$ cat src/rtl/spi_arbiter_pkg.sv
// Shared definitions for the SPI transaction arbiter: FSM state encoding,
// the two accepted control codes and the default watchdog limit.
package spi_arb_pkg;

    typedef enum logic [2:0] {
        ST_IDLE      = 3'd0,
        ST_ISSUE     = 3'd1,
        ST_WAIT_LOW  = 3'd2,
        ST_WAIT_HIGH = 3'd3,
        ST_DONE      = 3'd4
    } arb_state_t;

    localparam logic [2:0] CTRL_SEND16 = 3'b010;  // send16 + read8
    localparam logic [2:0] CTRL_SEND24 = 3'b011;  // send24

    localparam int TIMEOUT_CYCLES_DEF = 4096;

    // Only these two commands are forwarded to the SPI master.
    function automatic logic ctrl_is_valid(input logic [2:0] ctrl);
        return (ctrl == CTRL_SEND16) || (ctrl == CTRL_SEND24);
    endfunction

endpackage

$ cat src/rtl/spi_arbiter_if.sv
// Bundle of requester-side and SPI-master-side signals of the arbiter.
// slave  : the arbiter's view.
// master : the view of whatever drives requests and models the SPI master.
interface spi_arbiter_if #(
    parameter int N_REQ = 2
) ();
    logic [N_REQ-1:0]    req;
    logic [32*N_REQ-1:0] req_data;
    logic [3*N_REQ-1:0]  req_ctrl;
    logic [N_REQ-1:0]    grant;
    logic [N_REQ-1:0]    done;
    logic [7:0]          rdata;
    logic                resp_err;
    logic                busy;
    logic [31:0]         spi_din;
    logic [2:0]          spi_control;
    logic                spi_newcommand;
    logic                spi_cs;
    logic [7:0]          spi_miso_dout;

    modport slave (
        input  req, req_data, req_ctrl, spi_cs, spi_miso_dout,
        output grant, done, rdata, resp_err, busy,
               spi_din, spi_control, spi_newcommand
    );

    modport master (
        output req, req_data, req_ctrl, spi_cs, spi_miso_dout,
        input  grant, done, rdata, resp_err, busy,
               spi_din, spi_control, spi_newcommand
    );
endinterface

$ cat src/rtl/spi_arbiter_rr_pick.sv
// Combinational round-robin selector: first asserted request scanning
// upward from i_ptr with wrap-around. Outputs are all-zero when no request.
module rr_pick #(
    parameter int N_REQ = 2,
    parameter int IDX_W = 1
) (
    input  logic [N_REQ-1:0] i_req,
    input  logic [IDX_W-1:0] i_ptr,
    output logic [N_REQ-1:0] o_pick,
    output logic [IDX_W-1:0] o_idx
);
    logic             w_found;
    logic [IDX_W-1:0] w_j;

    // Scan from the pointer, taking the first hit only.
    always_comb begin
        o_pick  = '0;
        o_idx   = '0;
        w_found = 1'b0;
        w_j     = '0;
        for (int k = 0; k < N_REQ; k++) begin
            w_j = IDX_W'((int'(i_ptr) + k) % N_REQ);
            if (!w_found && i_req[w_j]) begin
                w_found     = 1'b1;
                o_pick[w_j] = 1'b1;
                o_idx       = w_j;
            end
        end
    end
endmodule

$ cat src/rtl/spi_arbiter.sv
// Round-robin arbiter sharing one SPI master transaction engine between
// N_REQ requesters. A command is started by toggling spi_newcommand and is
// complete once the master's CS has gone low and back high.
// Optional watchdog: define SPI_ARB_TIMEOUT_EN to abort transactions that
// stay in the wait states for TIMEOUT_CYCLES cycles.
module spi_arbiter
    import spi_arb_pkg::*;
#(
    parameter int N_REQ          = 2,
    parameter int TIMEOUT_CYCLES = TIMEOUT_CYCLES_DEF
) (
    input logic          clk,
    input logic          rst,   // asynchronous, active-low
    spi_arbiter_if.slave bus
);
    localparam int IDX_W = (N_REQ > 1) ? $clog2(N_REQ) : 1;

    arb_state_t       r_state, w_next;
    logic [IDX_W-1:0] r_ptr, r_owner, w_idx;
    logic [N_REQ-1:0] r_grant, w_pick;
    logic [31:0]      r_din, w_sel_data;
    logic [2:0]       r_ctrl, w_sel_ctrl;
    logic             r_newcmd;
    logic [7:0]       r_rdata;
    logic             r_resp_err;
    logic             w_load, w_err_load, w_ok_load, w_timeout;

    rr_pick #(.N_REQ(N_REQ), .IDX_W(IDX_W)) u_pick (
        .i_req  (bus.req),
        .i_ptr  (r_ptr),
        .o_pick (w_pick),
        .o_idx  (w_idx)
    );

    // Select the candidate requester's payload and control.
    always_comb begin
        w_sel_data = '0;
        w_sel_ctrl = '0;
        for (int i = 0; i < N_REQ; i++) begin
            if (w_idx == IDX_W'(i)) begin
                w_sel_data = bus.req_data[32*i +: 32];
                w_sel_ctrl = bus.req_ctrl[3*i +: 3];
            end
        end
    end

`ifdef SPI_ARB_TIMEOUT_EN
    localparam int CNT_W = ($clog2(TIMEOUT_CYCLES) + 1 > 13) ? $clog2(TIMEOUT_CYCLES) + 1 : 13;
    logic [CNT_W-1:0] r_tmo_cnt;

    // Watchdog: cleared while issuing, counts through both wait states.
    always_ff @(posedge clk or negedge rst) begin
        if (!rst)
            r_tmo_cnt <= '0;
        else if (r_state == ST_ISSUE)
            r_tmo_cnt <= '0;
        else if (r_state == ST_WAIT_LOW || r_state == ST_WAIT_HIGH)
            r_tmo_cnt <= r_tmo_cnt + CNT_W'(1);
    end

    assign w_timeout = (r_state == ST_WAIT_LOW || r_state == ST_WAIT_HIGH) &&
                       (r_tmo_cnt == CNT_W'(TIMEOUT_CYCLES - 1));
`else
    logic w_unused_tmo;
    assign w_unused_tmo = (TIMEOUT_CYCLES == 0);
    assign w_timeout    = 1'b0;
`endif

    // State register.
    always_ff @(posedge clk or negedge rst) begin
        if (!rst) r_state <= ST_IDLE;
        else      r_state <= w_next;
    end

    // Next state and datapath load strobes; a normal CS edge wins over timeout.
    always_comb begin
        w_next     = r_state;
        w_load     = 1'b0;
        w_err_load = 1'b0;
        w_ok_load  = 1'b0;
        case (r_state)
            ST_IDLE: begin
                if (|bus.req) begin
                    w_load = 1'b1;
                    if (ctrl_is_valid(w_sel_ctrl)) begin
                        w_next = ST_ISSUE;
                    end else begin
                        w_next     = ST_DONE;
                        w_err_load = 1'b1;
                    end
                end
            end
            ST_ISSUE: w_next = ST_WAIT_LOW;
            ST_WAIT_LOW: begin
                if (!bus.spi_cs) begin
                    w_next = ST_WAIT_HIGH;
                end else if (w_timeout) begin
                    w_next     = ST_DONE;
                    w_err_load = 1'b1;
                end
            end
            ST_WAIT_HIGH: begin
                if (bus.spi_cs) begin
                    w_next    = ST_DONE;
                    w_ok_load = 1'b1;
                end else if (w_timeout) begin
                    w_next     = ST_DONE;
                    w_err_load = 1'b1;
                end
            end
            ST_DONE: w_next = ST_IDLE;
            default: w_next = ST_IDLE;
        endcase
    end

    // Latch the winner, toggle the command line, capture the response.
    always_ff @(posedge clk or negedge rst) begin
        if (!rst) begin
            r_grant    <= '0;
            r_owner    <= '0;
            r_ptr      <= '0;
            r_din      <= '0;
            r_ctrl     <= '0;
            r_newcmd   <= 1'b0;
            r_rdata    <= '0;
            r_resp_err <= 1'b0;
        end else begin
            if (w_load) begin
                r_grant <= w_pick;
                r_owner <= w_idx;
                r_din   <= w_sel_data;
                r_ctrl  <= w_sel_ctrl;
            end
            if (r_state == ST_ISSUE)
                r_newcmd <= ~r_newcmd;
            if (w_err_load) begin
                r_rdata    <= '0;
                r_resp_err <= 1'b1;
            end else if (w_ok_load) begin
                r_rdata    <= bus.spi_miso_dout;
                r_resp_err <= 1'b0;
            end
            if (r_state == ST_DONE) begin
                r_grant <= '0;
                r_ptr   <= (r_owner == IDX_W'(N_REQ - 1)) ? '0 : r_owner + IDX_W'(1);
            end
        end
    end

    assign bus.grant          = r_grant;
    assign bus.done           = (r_state == ST_DONE) ? r_grant : '0;
    assign bus.rdata          = r_rdata;
    assign bus.resp_err       = r_resp_err;
    assign bus.busy           = (r_state != ST_IDLE);
    assign bus.spi_din        = r_din;
    assign bus.spi_control    = r_ctrl;
    assign bus.spi_newcommand = r_newcmd;
endmodule

$ cat src/flat_wrapper.sv
// flat-port wrapper written by rule: the top's interface ports become plain ports
module spi_arbiter_flat import spi_arb_pkg::*;
#(
    parameter int N_REQ          = 2,
    parameter int TIMEOUT_CYCLES = TIMEOUT_CYCLES_DEF
)
  (clk, rst, bus_req, bus_req_data, bus_req_ctrl, bus_spi_cs, bus_spi_miso_dout, bus_grant, bus_done, bus_rdata, bus_resp_err, bus_busy, bus_spi_din, bus_spi_control, bus_spi_newcommand);
  spi_arbiter_if #(.N_REQ(N_REQ)) bus_i ();
  input logic clk;
  input logic rst;
  input wire logic [$bits(bus_i.req)-1:0] bus_req;
  input wire logic [$bits(bus_i.req_data)-1:0] bus_req_data;
  input wire logic [$bits(bus_i.req_ctrl)-1:0] bus_req_ctrl;
  input wire logic [$bits(bus_i.spi_cs)-1:0] bus_spi_cs;
  input wire logic [$bits(bus_i.spi_miso_dout)-1:0] bus_spi_miso_dout;
  output wire logic [$bits(bus_i.grant)-1:0] bus_grant;
  output wire logic [$bits(bus_i.done)-1:0] bus_done;
  output wire logic [$bits(bus_i.rdata)-1:0] bus_rdata;
  output wire logic [$bits(bus_i.resp_err)-1:0] bus_resp_err;
  output wire logic [$bits(bus_i.busy)-1:0] bus_busy;
  output wire logic [$bits(bus_i.spi_din)-1:0] bus_spi_din;
  output wire logic [$bits(bus_i.spi_control)-1:0] bus_spi_control;
  output wire logic [$bits(bus_i.spi_newcommand)-1:0] bus_spi_newcommand;
  assign bus_i.req = bus_req;
  assign bus_i.req_data = bus_req_data;
  assign bus_i.req_ctrl = bus_req_ctrl;
  assign bus_i.spi_cs = bus_spi_cs;
  assign bus_i.spi_miso_dout = bus_spi_miso_dout;
  assign bus_grant = bus_i.grant;
  assign bus_done = bus_i.done;
  assign bus_rdata = bus_i.rdata;
  assign bus_resp_err = bus_i.resp_err;
  assign bus_busy = bus_i.busy;
  assign bus_spi_din = bus_i.spi_din;
  assign bus_spi_control = bus_i.spi_control;
  assign bus_spi_newcommand = bus_i.spi_newcommand;
  spi_arbiter #(.N_REQ(N_REQ), .TIMEOUT_CYCLES(TIMEOUT_CYCLES)) u_core (.clk(clk), .rst(rst), .bus(bus_i));
endmodule
$ cat config.mk
export PLATFORM = sky130hd
export DESIGN_NAME = spi_arbiter_flat
export DESIGN_NICKNAME = d
export VERILOG_FILES = /design/src/rtl/spi_arbiter_pkg.sv /design/src/rtl/spi_arbiter_if.sv /design/src/rtl/spi_arbiter_rr_pick.sv /design/src/rtl/spi_arbiter.sv /design/src/flat_wrapper.sv
export SDC_FILE = /design/constraint.sdc
export NUM_CORES = 1
export LEC_CHECK = 0
export CORE_MARGIN = 10
export CORE_UTILIZATION = 41
export DETAILED_ROUTE_END_ITERATION = 10
export GPL_ROUTABILITY_DRIVEN = 0
export PLACE_DENSITY_LB_ADDON = 0.25
export RECOVER_POWER = 100
export SLEW_MARGIN = 20
export SYNTH_ARGS = -nofsm -noshare
export SYNTH_HDL_FRONTEND = slang
export SYNTH_SLANG_ARGS = --single-unit
$ cat constraint.sdc
create_clock -name clk -period 2.75 [get_ports clk]
set_clock_uncertainty 0.2 [all_clocks]
set_input_delay 0.4125 -clock clk [delete_from_list [all_inputs] [get_ports clk]]
set_output_delay 0.4125 -clock clk [all_outputs]
set_load 0.02 [all_outputs]
==> metrics.txt, run 1 <==
Layout Nets approximately 440; Post-Syn Instances 231; status finished, final reports clean; Crit Path Category flip-flop to primary output; cts repair resizes 0; fill count 468; post-synth net total 314; CP max stage cell dlygate4sd3_1; root buffer cell clkbuf_8; Post-CTS Setup Repair Bufs 0; Ant. Diodes 0; FMAX 0.387 GHz; first-pass GRT wire length ~11000 µm; min cycle time layout 2.58 ns; grt ovf 0; clk_lat worst skew 0.29 ns; CP Buf/Inv Count 1; DR vias/cell 4.80; drt pass-1 iters 4; CTS Buf Count 5; max_cap viols 0; largest net degree at the start of global routing 44; DIE WIDTH 95.7 µm; largest buffer count on any clock path 2; hpwl dp 5750 µm; vias 2077; CTS tree built; clk sink count 52; R2R Setup Slk between 0.4 and 0.5 ns; Final Hold Viols 0; core area 5540 µm²; Final ANT Viol Nets 0; synth unique cells 26; number of I/O port buffers 132; Cell Area, Synth 2350 µm²; Critical Path Source Type flip-flop; final cell count without fillers 433; max_slew headroom less than 1%; Largest delay share family, worst path buffers and inverters; final wirelength 7070 µm; Initial Util 42.4%; Pwr per Cell Area 956 nW/µm²; met2 Use GR 25.7%; H-Tree Depth 2; Setup TNS 0 ns; worst slew pin tran roughly 1.5 ns; Syn-to-layout area delta 62.8%; CP endpoint kind primary output; critical path peak fanout 7; critical-path cell list nor2_1 > and3_1 > dlygate4sd3_1; Pins Over Slew Limit 0; met1 global-route usage between 10% and 20%; Hold WC Path Type flip-flop to flip-flop; Setup-failing EPs final 0; share of cells above drive strength 1 4.16%; GR peak layer met2; Post-Place Cells ~430; required time of the critical path ~2.1 ns; Avg Cell Area, Syn about 10 µm²; initial antenna violation count 0; met3 Usage GRT 7.32%; Hold-fix buffers, CTS 1; max incr delay on CP approximately 0.67 ns; register clock-pin slew on the reported worst setup and hold paths 0.09 ns; drt drc 0; Hold WS 0.266 ns; Syn. warnings 0; GRT Util Overall 15.2%; initial DRC count 54; FF+latch count, synth between 50 and 60; WL per Instance 16.3 µm; sequential area share after synthesis 55.4%; number of global-route vias before repair between 2000 and 2500; IO Count 133; Period Utilization, post-route 93.9%; worst vdd ir ~0.42 mV; P_leak 1.78 nW; RSZ-0062 raised after global routing false; Die Ht 95.7 µm; Die ar. 9160 µm²; Arr. time, crit path ~2.0 ns; # rows 27
final timing paths:
kind,from,to,cells after the start
setup / recovery,u_core.r_state[1],bus_done[1],3
hold / removal,u_core.bus.spi_newcommand,u_core.bus.spi_newcommand,1
setup reg to reg,u_core.r_state[2],u_core.bus.rdata[5],4
hold reg to reg,u_core.bus.spi_newcommand,u_core.bus.spi_newcommand,1
max in group asynchronous,rst,u_core.bus.spi_din[31],2
min in group asynchronous,rst,u_core.bus.spi_din[11],2
kinds of logic (layout without fill, tap and decap cells):
| family | Yosys count | after routing | synth area share (%) |
|---|---|---|---|
| buffers and inverters | 18 | 148 | 3.62 |
| XOR/XNOR | 1 | 1 | 0.373 |
| AND/OR/NAND/NOR | 68 | 68 | 12.2 |
| flip-flops | 52 | 52 | 55.4 |
| multiplexers | 35 | 35 | 14.9 |
| AO/OA/AOI/OAI | 57 | 57 | 13.5 |
final cells by class:
class	count	area, µm²	area share [%]
multi-input combinational	161	956	25.0
tap	72	90.1	2.36
sequential	52	1300	34.0
clock buffer	7	96.3	2.52
inverter	3	11.3	0.294
timing repair buffer	138	1370	35.8
metal layers:
layer,part of all wire [%],vias up
li1,-,1056
met1,40,932
met2,49,85
met3,10,4
met4,0.83,0
met5,0,-
cell usage in the layout, fill, tap and decap left out, types with 2 or more instances in the layout:
| master | count |
|---|---|
| buf_4 | 2 |
| clkdlybuf4s50_1 | 81 |
| nor2b_1 | 2 |
| nand2b_1 | 3 |
| nand2_1 | 54 |
| and3_1 | 3 |
| dlygate4sd3_1 | 51 |
| clkbuf_2 | 2 |
| mux2i_1 | 35 |
| o21ai_0 | 39 |
| clkbuf_8 | 7 |
| inv_1 | 3 |
| dfrtp_1 | 52 |
| a21oi_1 | 12 |
| nor2_1 | 3 |
through the flow:
stage | power (mW) | utilization [%] | cell area [µm²] | worst slack (ns)
after detailed placement | 3.41 | 67.6 | 3740 | 0.521
after global routing | 3.95 | 69.0 | 3820 | 0.0566
final | 3.66 | 69.0 | 3820 | 0.169
after floorplan | 2.40 | - | 2350 | 0.842
after CTS | 3.87 | 69.5 | 3850 | 0.225
after global placement | 3.34 | 67.6 | 3740 | 0.530
sequential cells by signal (all words and copies together) (netlist names):
signal	count
u_core.bus.spi_din	32
u_core.bus.rdata	8
u_core.bus.spi_control	3
u_core.r_state	3
u_core.bus.grant	2
u_core.bus.resp_err	1
u_core.bus.spi_newcommand	1
u_core.r_owner	1
u_core.r_ptr	1
where the power goes:
group | internal, mW | total, mW | switching, mW
clock network | 0.224 | 0.452 | 0.228
logic | 0.822 | 1.89 | 1.07
registers | 1.11 | 1.31 | 0.195
synthesized netlist by cell type, drive strengths merged:
cell type	number	area [µm²]
and3	3	18.8
a31oi	1	6.26
buf	6	40.0
a21oi	12	60.1
o31a	1	8.76
o32ai	1	8.76
nor3	1	5.00
nand2b	3	18.8
o21ai	39	195
dfrtp	52	1300
nor2	3	11.3
a21o	1	7.51
mux2i	35	350
xnor2	1	8.76
clkbuf	9	33.8
or3	1	11.3
nand2	54	203
inv	3	11.3
o2111a	1	11.3
or2	1	6.26
nor2b	2	12.5
a211oi	1	20.0
Power figures use the tool's default switching activity.
==> run 2: changes to the inputs <==
Settings changed: SKIP_LAST_GASP set to 1.
==> results of run 2 <==
Same layout as run 1: the final DEF is identical, and so are final timing and power.
==> run 3: changes to the inputs <==
Settings changed: CORE_UTILIZATION 41 to 35.
Clock period 2.75 ns to 2.3 ns, I/O delays scaled along.
==> run 3 against run 2 <==
Clock power rose by 15%. Sequential power rose by 18%. Sequential share of layout area fell by 0.17 points. Hold slack improved by 0.0062 ns. Cell count rose by 2.1%. Non-clock buffer count rose by 3. Setup slack improved by 0.049 ns. Register-to-register slack got worse by 0.27 ns. Die area rose by 13%. Combinational power rose by 21%. Sequential cell count did not move. Clock-buffer cell count fell by 1. Largest cell class unchanged. Largest power group unchanged.
==> metrics.txt, run 3 (same netlist as run 1, synthesis figures left out) <==
status finished, final reports clean; initial DRC count 38 (-30%); Setup TNS 0 ns (unchanged); DIE WIDTH 102 µm (+6.5%); Ant. Diodes 0 (unchanged); Syn-to-layout area delta 63.6%; drt pass-1 iters 4 (unchanged); Hold WS 0.272 ns (+0.00615 ns); required time of the critical path 2.26 ns (+0.12 ns); largest net degree at the start of global routing 47 (+6.8%); Largest delay share family, worst path simple AND/OR/NAND/NOR gates; Comb pwr share 52.4% (+0.6 points); Setup-failing EPs final 0 (unchanged); Hold Crit Depth 1 (unchanged); multi-input logic area 958 µm² (+0.26%); number of I/O port buffers 132 (unchanged); # rows 29 (+7.4%); max_slew headroom 6.56% (+6.3 points); total power 4.35 mW (+19%); Psw 1.80 mW (+21%); Final ANT Viol Nets 0 (unchanged); share of cells above drive strength 1 4.38% (+0.23 points); register clock-pin slew on the reported worst setup and hold paths 0.09 ns (about the same); Die Ht 102 µm (+6.5%); r2r endpoint u_core.bus.rdata[3]; internal power 2.55 mW (+18%); critical-path cell list or3_1 > or2_2 > a211oi_4 > a21oi_1; WL per Instance 16.2 µm (-0.69%); max_cap viols 0 (unchanged); number of global-route vias before repair 2161 (-2.1%); sequential power share 35.6% (-0.2 points); RR Startpoint u_core.r_state[1]; most frequent cells in the layout clkdlybuf4s50_1, nand2_1, dfrtp_1; Crit Path Category flip-flop to flip-flop; worst slew pin tran 1.40 ns (-0.0939 ns); clk sink count 52 (unchanged); IO Count 133 (unchanged); core area 6420 µm² (+16%); H-Tree Depth 2 (unchanged); max reg flops 32 (unchanged); Layout Nets 447 (+0.68%); largest buffer count on any clock path 2 (unchanged); FMAX 0.480 GHz; max incr delay on CP 0.46 ns (-0.21 ns); worst vdd ir 0.598 mV (+41%); register area 1300 µm² (unchanged); P_leak 1.78 nW (+0.21%); RSZ-0062 raised after global routing false; CP Buf/Inv Count 0 (-1); Min-Delay Endpoint u_core.bus.spi_newcommand; Period Utilization, post-route 90.5%; R2R Setup Slk 0.22 ns (-0.27 ns); Post-Place Cells 433 (+1.9%); R2R depth 4 (unchanged); CP endpoint kind flip-flop; Critical Path Source Type flip-flop; final wirelength 7170 µm (+1.4%); DR vias/cell 4.70 (-1.9%); Arr. time, crit path 2.04 ns (+0.07 ns); Hold WC Path Type flip-flop to flip-flop; hpwl dp 5760 µm (+0.25%); fill count 585 (+25%); clk_lat worst skew 0.29 ns (about the same); Post-CTS Setup Repair Bufs 0 (unchanged); min cycle time layout about 2.1 ns; Sw Share 41.4% (+0.53 points); Initial Util 36.6% (-5.8 points); most common cell after layout, fill and taps aside clkdlybuf4s50_1; Final Hold Viols 0 (unchanged); hold path start u_core.bus.spi_newcommand; CTS Buf Count 5 (unchanged); CP max stage cell dfrtp_1; critical path peak fanout 10 (+3); Die ar. 10400 µm² (+13%); root buffer cell clkbuf_8; first-pass GRT wire length 11300 µm (+2.6%); final cell count without fillers 442 (+2.1%); Clock power frac 12.0% (-0.4 points); Pins Over Slew Limit 0 (unchanged); grt ovf 0 (unchanged); vias 2079 (+0.096%); initial antenna violation count 0 (unchanged); drt drc 0 (unchanged); GRT Util Overall 13.6% (-1.6 points); CTS tree built; Pwr per Cell Area 1130 nW/µm² (+18%)
run 3: cell types whose count changed in the layout (fill, tap and decap cells not counted):
| cell | change |
|---|---|
| or3_1 | +1 |
| buf_12 | +1 |
| a211oi_2 | -1 |
| dlygate4sd3_1 | -3 |
| clkbuf_2 | -2 |
| buf_4 | +2 |
| or3_4 | -1 |
| clkbuf_1 | +5 |
| a211oi_4 | +1 |
| clkinv_2 | +2 |
| clkbuf_8 | -1 |
run 3: worst reg2reg max path, delay by kind of cell, from the launching register on:
| kind | cells | cell delay [ns] |
|---|---|---|
| AND/OR/NAND/NOR | 2 | 0.78 |
| AO/OA/AOI/OAI | 2 | 0.51 |
| flip-flops | 1 | 0.46 |
run 3: per-layer routing:
metal	GRT usage [%]	up-vias	part of all wire [%]
li1	-	1051	-
met1	16.1	931	42
met2	22.3	93	47
met3	5.47	4	10
met4	4.34	0	1.1
met5	0	-	0
run 3: per-stage QoR:
| stage | utilization (%) | instance area, µm² | setup slack [ns] |
|---|---|---|---|
| floorplan | - | 2350 | 0.392 |
| global placement | 58.9 | 3780 | 0.182 |
| detailed placement | 58.9 | 3780 | 0.135 |
| CTS | 60.5 | 3890 | 0.0119 |
| global route | 59.8 | 3840 | 0.0929 |
| finish | 59.8 | 3840 | 0.218 |
run 3: repair_timing:
action / in CTS / in global routing
resized for setup: 0 / 3
setup endpoints to repair: 0 / 3
hold endpoints to repair: 23 / 0
hold buffers: 1 / 0
run 3: cell type report:
| type | count | area share, % |
|---|---|---|
| clock inverters | 2 | 0.260 |
| well taps | 77 | 2.51 |
| clock buffers | 6 | 2.15 |
| inverters | 3 | 0.293 |
| repair buffers | 141 | 36.0 |
| multi-input cells | 161 | 24.9 |
| flip-flops and latches | 52 | 33.9 |
run 3: worst max path at each step:
| stage | startpoint | end | slack [ns] | cells past startpoint |
|---|---|---|---|---|
| finish | u_core.r_state[1] | u_core.bus.rdata[3] | 0.22 | 4 |
| global route | bus_req[0] | u_core.bus.spi_din[10] | 0.09 | 6 |
| CTS | u_core.r_state[1] | bus_busy | 0.01 | 2 |
| detailed placement | bus_req[1] | u_core.bus.rdata[5] | 0.14 | 5 |
| global placement | bus_req[1] | u_core.r_state[2] | 0.18 | 5 |
| floorplan | u_core.r_state[1] | u_core.r_state[2] | 0.39 | 5 |
run 3: power by group through the flow:
stage / registers (mW) / clock network (mW) / logic (mW)
floorplan: 2.02 / 0 / 0.848
global placement: 1.57 / 0 / 2.48
detailed placement: 1.59 / 0 / 2.52
CTS: 1.57 / 0.547 / 2.52
global route: 1.61 / 0.585 / 2.52
finish: 1.55 / 0.522 / 2.28
